<file path="src/rtl/ysyx_22040127_pkg.sv">
// Shared definitions for the iterative divider: datapath width, iteration counts, FSM states.
package ysyx_22040127_pkg;

  localparam int XLEN  = 64;
  localparam int CNT_W = 7;

  localparam logic [CNT_W-1:0] ITER_D = 7'd64;
  localparam logic [CNT_W-1:0] ITER_W = 7'd32;

  typedef enum logic [1:0] {
    ST_IDLE = 2'd0,
    ST_BUSY = 2'd1,
    ST_DONE = 2'd2
  } div_state_e;

  function automatic logic [XLEN-1:0] sext32(input logic [31:0] v);
    return {{(XLEN-32){v[31]}}, v};
  endfunction

endpackage

</file>
<file path="src/rtl/ysyx_22040127_div_step.sv">
// One combinational radix-2 restoring division step on unsigned magnitudes.
module ysyx_22040127_div_step
  import ysyx_22040127_pkg::*;
(
  input  logic [XLEN-1:0] i_rem,
  input  logic            i_bit,
  input  logic [XLEN-1:0] i_div,
  output logic [XLEN-1:0] o_rem,
  output logic            o_qbit
);

  logic [XLEN-1:0] w_shift;
  logic            w_ge;

  // i_rem[XLEN-1] set means the shifted value is >= 2^XLEN, above any divisor.
  always_comb begin
    w_shift = {i_rem[XLEN-2:0], i_bit};
    w_ge    = i_rem[XLEN-1] | (w_shift >= i_div);
    o_qbit  = w_ge;
    o_rem   = w_ge ? (w_shift - i_div) : w_shift;
  end

endmodule

</file>
<file path="src/rtl/ysyx_22040127_divider.sv">
// Iterative restoring divider for RV64 div/divu/rem/remu and *w variants.
// Optional macro YSYX_22040127_DIV_FASTPATH_EN: divide-by-zero and signed overflow skip iteration.
module ysyx_22040127_divider
  import ysyx_22040127_pkg::*;
(
  input  logic            clk,
  input  logic            rst,
  input  logic            div_valid,
  output logic            div_ready,
  input  logic            div_signed,
  input  logic            div_word,
  input  logic [XLEN-1:0] src1,
  input  logic [XLEN-1:0] src2,
  input  logic            flush,
  output logic            out_valid,
  input  logic            out_ready,
  output logic [XLEN-1:0] quotient,
  output logic [XLEN-1:0] remainder
);

  localparam logic [XLEN-1:0] OVF_D = 64'h8000_0000_0000_0000;
  localparam logic [XLEN-1:0] OVF_W = 64'hFFFF_FFFF_8000_0000;

  function automatic logic [XLEN-1:0] cond_neg(input logic [XLEN-1:0] v, input logic neg);
    return neg ? (~v + 64'd1) : v;
  endfunction

  div_state_e       r_state, w_state_nxt;
  logic [CNT_W-1:0] r_cnt;
  logic [XLEN-1:0]  r_quo, r_rem, r_div;
  logic             r_neg_q, r_neg_r, r_word;

  logic [XLEN-1:0]  w_a_ext, w_b_ext, w_mag_a, w_mag_b;
  logic             w_sa, w_sb, w_dbz, w_accept;
  logic [XLEN-1:0]  w_step_rem;
  logic             w_step_q;
  logic [XLEN-1:0]  w_q_mag, w_q_fix, w_r_fix;

  // Operand conditioning at acceptance: word extension, then signed magnitudes
  always_comb begin
    w_a_ext = div_word ? (div_signed ? sext32(src1[31:0]) : {32'b0, src1[31:0]}) : src1;
    w_b_ext = div_word ? (div_signed ? sext32(src2[31:0]) : {32'b0, src2[31:0]}) : src2;
    w_sa    = div_signed & w_a_ext[XLEN-1];
    w_sb    = div_signed & w_b_ext[XLEN-1];
    w_mag_a = cond_neg(w_a_ext, w_sa);
    w_mag_b = cond_neg(w_b_ext, w_sb);
    w_dbz   = (w_b_ext == '0);
  end

`ifdef YSYX_22040127_DIV_FASTPATH_EN
  logic w_ovf, w_fast;
  assign w_ovf  = div_signed & (w_b_ext == '1) & (w_a_ext == (div_word ? OVF_W : OVF_D));
  assign w_fast = w_dbz | w_ovf;
`else
  logic w_fast;
  assign w_fast = 1'b0;
`endif

  assign div_ready = (r_state == ST_IDLE);
  assign out_valid = (r_state == ST_DONE);
  assign w_accept  = div_valid & div_ready & ~flush;

  always_comb begin
    w_state_nxt = r_state;
    case (r_state)
      ST_IDLE: if (w_accept) w_state_nxt = ST_BUSY;
      ST_BUSY: if (r_cnt <= 7'd1) w_state_nxt = ST_DONE;
      ST_DONE: if (out_ready) w_state_nxt = ST_IDLE;
      default: w_state_nxt = ST_IDLE;
    endcase
    if (flush) w_state_nxt = ST_IDLE;
  end

  always_ff @(posedge clk) begin
    if (!rst) r_state <= ST_IDLE;
    else      r_state <= w_state_nxt;
  end

  ysyx_22040127_div_step u_step (
    .i_rem  (r_rem),
    .i_bit  (r_quo[XLEN-1]),
    .i_div  (r_div),
    .o_rem  (w_step_rem),
    .o_qbit (w_step_q)
  );

  // Load / iterate. A zero divisor naturally yields all-ones quotient bits; the
  // quotient sign is suppressed for it so the result stays -1 for signed ops.
  // Fast-path ops load the final magnitudes with a zero count (one BUSY cycle, no step).
  always_ff @(posedge clk) begin
    if (!rst) begin
      r_cnt   <= '0;
      r_quo   <= '0;
      r_rem   <= '0;
      r_div   <= '0;
      r_neg_q <= 1'b0;
      r_neg_r <= 1'b0;
      r_word  <= 1'b0;
    end else if (flush) begin
      r_cnt <= '0;
    end else if (w_accept) begin
      r_div   <= w_mag_b;
      r_neg_q <= (w_sa ^ w_sb) & ~w_dbz;
      r_neg_r <= w_sa;
      r_word  <= div_word;
      if (w_fast) begin
        r_cnt <= '0;
        r_quo <= w_dbz ? '1 : w_mag_a;
        r_rem <= w_dbz ? w_mag_a : '0;
      end else begin
        r_cnt <= div_word ? ITER_W : ITER_D;
        r_quo <= div_word ? {w_mag_a[31:0], 32'b0} : w_mag_a;
        r_rem <= '0;
      end
    end else if ((r_state == ST_BUSY) && (r_cnt != '0)) begin
      r_rem <= w_step_rem;
      r_quo <= {r_quo[XLEN-2:0], w_step_q};
      r_cnt <= r_cnt - 7'd1;
    end
  end

  // Sign correction and word sign-extension on the stored magnitudes
  always_comb begin
    w_q_mag   = r_word ? {32'b0, r_quo[31:0]} : r_quo;
    w_q_fix   = cond_neg(w_q_mag, r_neg_q);
    w_r_fix   = cond_neg(r_rem, r_neg_r);
    quotient  = r_word ? sext32(w_q_fix[31:0]) : w_q_fix;
    remainder = r_word ? sext32(w_r_fix[31:0]) : w_r_fix;
  end

endmodule

</file>
<file path="config.mk">
export PLATFORM = sky130hd
export DESIGN_NAME = ysyx_22040127_divider
export DESIGN_NICKNAME = d
export VERILOG_FILES = /design/src/rtl/ysyx_22040127_pkg.sv /design/src/rtl/ysyx_22040127_div_step.sv /design/src/rtl/ysyx_22040127_divider.sv
export SDC_FILE = /design/constraint.sdc
export NUM_CORES = 1
export LEC_CHECK = 0
export BUFFER_PORTS_ARGS = -buffer_cell sky130_fd_sc_hd__clkbuf_2
export CAP_MARGIN = 10
export CORE_MARGIN = 2
export CORE_UTILIZATION = 50
export DETAILED_ROUTE_END_ITERATION = 7
export PLACE_DENSITY = 0.71
export SETUP_SLACK_MARGIN = 0.02
export SLEW_MARGIN = 10
export SYNTH_ARGS = -nofsm -noshare
export SYNTH_HDL_FRONTEND = slang
export SYNTH_SLANG_ARGS = --single-unit
</file>
<file path="constraint.sdc">
create_clock -name clk -period 6.2 [get_ports clk]
set_input_delay 1.55 -clock clk [delete_from_list [all_inputs] [get_ports clk]]
set_output_delay 1.55 -clock clk [all_outputs]
set_load 0.02 [all_outputs]
</file>
==> metrics.md <==
| Metric | Value |
|---|---|
| Max incr delay on CP | `500 ps` |
| I/O Pins | `265` |
| Sw Ratio | `between 40 and 50%` |
| Max-slew violations | `0` |
| Setup Skew | `19.5 ps` |
| RSZ-0062 raised after global routing | `false` |
| DPL Wire Length | `48400 um` |
| Clock Tree Buf Depth | `3` |
| Crit path max fanout | `7` |
| GR Overflow Total | `0` |
| Share of cells above drive strength 1 | `between 10% and 20%` |
| Psw | `2.82 mW` |
| Cell taking the most area after synthesis | `dfxtp_1` |
| Fraction of registers with async set/reset | `0%` |
| CP cell instances | `or3_4 > or3_4 > or4_1 > or3_4 > or3_4 > or3_4 > or3_4 > o31ai_4 > xor2_1 > a21oi_1 > clkbuf_2` |
| DIE AREA | `approximately 39000 um^2` |
| Crit share post-route | `97.4%` |
| Synthesis Warnings | `0` |
| #FFs+latches synth | `204` |
| Crit path kind | `register to output port` |
| Peak supply drop | `0.237 mV` |
| CP max-delay cell | `or4_1` |
| WL final | `63200 um` |
| Comb power frac | `51.9%` |
| Critical Path Sink Type | `output port` |
| Root Driver | `clkbuf_16` |
| Total GRT Usage | `between 30% and 40%` |
| Die span in y | `197 um` |
| Int Power | `3.63 mW` |
| First-pass GRT wire length | `98900 um` |
| First DRT Iteration DRCs | `1832` |
| Placeable Area | `36600 um^2` |
| Pin count of the biggest net entering global routing | `95` |
| Worst EP required | `4650 ps` |
| Drt drc | `0` |
| GPL Wtd Cong | `0.984` |
| Num CTS Buffers | `25` |
| Vias per cell | `6.11` |
| Drt first pass iters | `6` |
| Placed Instance Area | `20000 um^2` |
| Primary FF master, synth | `dfxtp_1` |
| Max frequency | `166 MHz` |
| Synth cell types | `between 70 and 80` |
| CP delay by family, top | `simple AND/OR/NAND/NOR gates` |
| Postcts setup bufs | `0` |
| Register area share after synthesis | `a little over a fifth` |
| Cts repair resizes | `0` |
| Power density cells | `307 nW/um^2` |
| Least-Margin Pin Slew | `1140 ps` |
| Synthesized net count | `2839` |
| Yosys top cell area share | `a little over a fifth` |
| Outcome | `complete, no violations` |
| Min Tclk post-route | `6040 ps` |
| LEAKAGE | `9.11 nW` |
| CP Data Arrival Time | `4490 ps` |
| # hold bufs at CTS | `0` |
| Clock transition at path regs | `60 ps` |
| Synth top area cells | `dfxtp_1 (22%), a21oi_1 (8.3%), xnor2_1 (7.5%), o21ai_0 (7.1%), xor2_1 (6.4%)` |
| Port buffer count | `approximately 260` |
| Post-synthesis cell area | `18600 um^2` |
| Final Hold Fails | `0` |
| DR WL/cell | `between 15 and 20 um` |
| H-tree lvl count | `1` |
| Placed instance count | `3217` |
| Final Setup Violations | `0` |
| Worst setup SP type | `register` |
| Post-synth EDFFs | `0` |
| Worst relative slew slack | `a little under a quarter` |
| Tot Pwr | `6.44 mW` |
| TritonCTS clock tree | `built` |
| Number of global-route vias before repair | `18400` |
| Avg Inst Size Synth | `7.06 um^2` |
| Initial antenna violation count | `6` |
| Commonest cells in the synthesized netlist | `a21oi_1 (309), nand2_1 (275), o21ai_0 (263)` |
| Fin cells | `around 3300` |
| Final instance area | `21000 um^2` |
| Nets | `2983` |
| Area growth syn-to-layout | `12.8%` |
| Most common cell in the netlist | `a21oi_1` |
| Detail Route Antenna Nets | `0` |
| Initial Utilization | `roughly 50%` |
| Clk Latency, worst-skew pair | `560 ps` |
| Part of the power in registers | `23.9%` |
| Gate Count Post-Synth | `2632` |
| Worst Hold Class | `register to register` |
| Clock tree sinks | `204` |
| Clock share of power | `between 20% and 30%` |
| Routed vias | `19900` |
| Placement Rows | `70` |
| Max-Cap Viols | `0` |
| Chip width | `197 um` |
| CP most frequent cell | `or3_4` |
| WP buf/inv | `1` |
| Setup_tns | `0 ps` |
layout make-up:
class	count	area, um^2
fillers	3536	15600
diodes	5	12.5
well taps	468	586
flip-flops and latches	204	4090
inverters	105	394
clock inverters	10	159
repair buffers	289	1510
clock buffers	34	699
multi-input cells	2151	13500
sequential cells by signal, indices dropped and copies added, names as in the netlist:
signal,count
r_neg_q,1
r_div,64
r_quo,64
r_word,1
r_state,2
r_rem,64
r_neg_r,1
r_cnt,7
worst register-to-register path: stages, from the launching register on:
cell and delay [ps]:
dfxtp_1 340, inv_1 230, ha_1 240, fa_1 210, nand2b_1 110, a21oi_1 120, a311oi_1 890, o31a_1 300
o21ai_0 130, a21oi_1 260, nor4b_1 130, nor3_2 150, buf_4 560, buf_4 470, mux2i_1 270, o21ai_0 80
power groups by stage:
stage	Sequential [mW]	Clock [mW]	Combinational (mW)
6_report	1.54	1.56	3.35
4_1_cts	1.53	1.58	3.28
2_1_floorplan	1.51	0	2.48
3_3_place_gp	1.56	0	3.23
3_5_place_dp	1.56	0	3.27
5_1_grt	1.55	1.63	3.67
logic make-up (layout without fill, tap and decap cells):
family | Yosys count | in the layout | synth area share (%)
buffers and inverters | 277 | 438 | 5.65
adders and majority gates | 72 | 72 | 4.89
AOI/OAI and AO/OA | 926 | 926 | 30.6
xor gates and xnor gates | 296 | 296 | 14.0
DFF | 204 | 204 | 22.0
and+or+nand+nor | 846 | 846 | 22.3
other | 0 | 5 | 0
muxes | 11 | 11 | 0.599
stage by stage:
stage               worst slack [ps]  utilization, %  hold WS (ps)
floorplan                        862               -           434
global placement                 761            54.8           454
detailed placement               651            54.8           462
CTS                             36.2            57.1           470
global route                    30.0            57.2           496
finish                           163            57.3           470
cells in the final DEF (no fill, tap or decap), types with 21 or more instances in the layout:
master,instances
nand2_1,275
or3_1,47
xnor2_1,160
o211ai_1,29
clkbuf_16,25
a21oi_1,309
nor2b_1,23
nor4_1,30
xor2_1,136
nor2_1,175
clkbuf_2,262
o41ai_1,24
nand3_1,50
inv_1,104
a21o_1,39
o31ai_1,62
ha_1,71
or4_1,32
o211a_1,33
o21ai_0,263
buf_4,26
nor3_1,53
dfxtp_1,202
nand2b_1,21
and2_1,48
nand4_1,22
final timing paths:
path / cells after the start / end / start / slack (ps)
setup reg to reg: 15 / r_rem[16] / r_quo[63] / 1600
hold / removal: 2 / r_div[51] / r_div[51] / 470
hold reg to reg: 2 / r_div[51] / r_div[51] / 470
setup / recovery: 11 / remainder[59] / r_rem[13] / 160
layer usage:
layer | global-route usage [%] | up-vias | wire, um
met1 | 41.8 | 9259 | 27800
li1 | - | 9775 | -
met5 | 0 | - | 29
met3 | 4.06 | 137 | 4420
met2 | 52.3 | 773 | 28900
met4 | 11.0 | 4 | 2100
(Power assumes the default switching activity.)
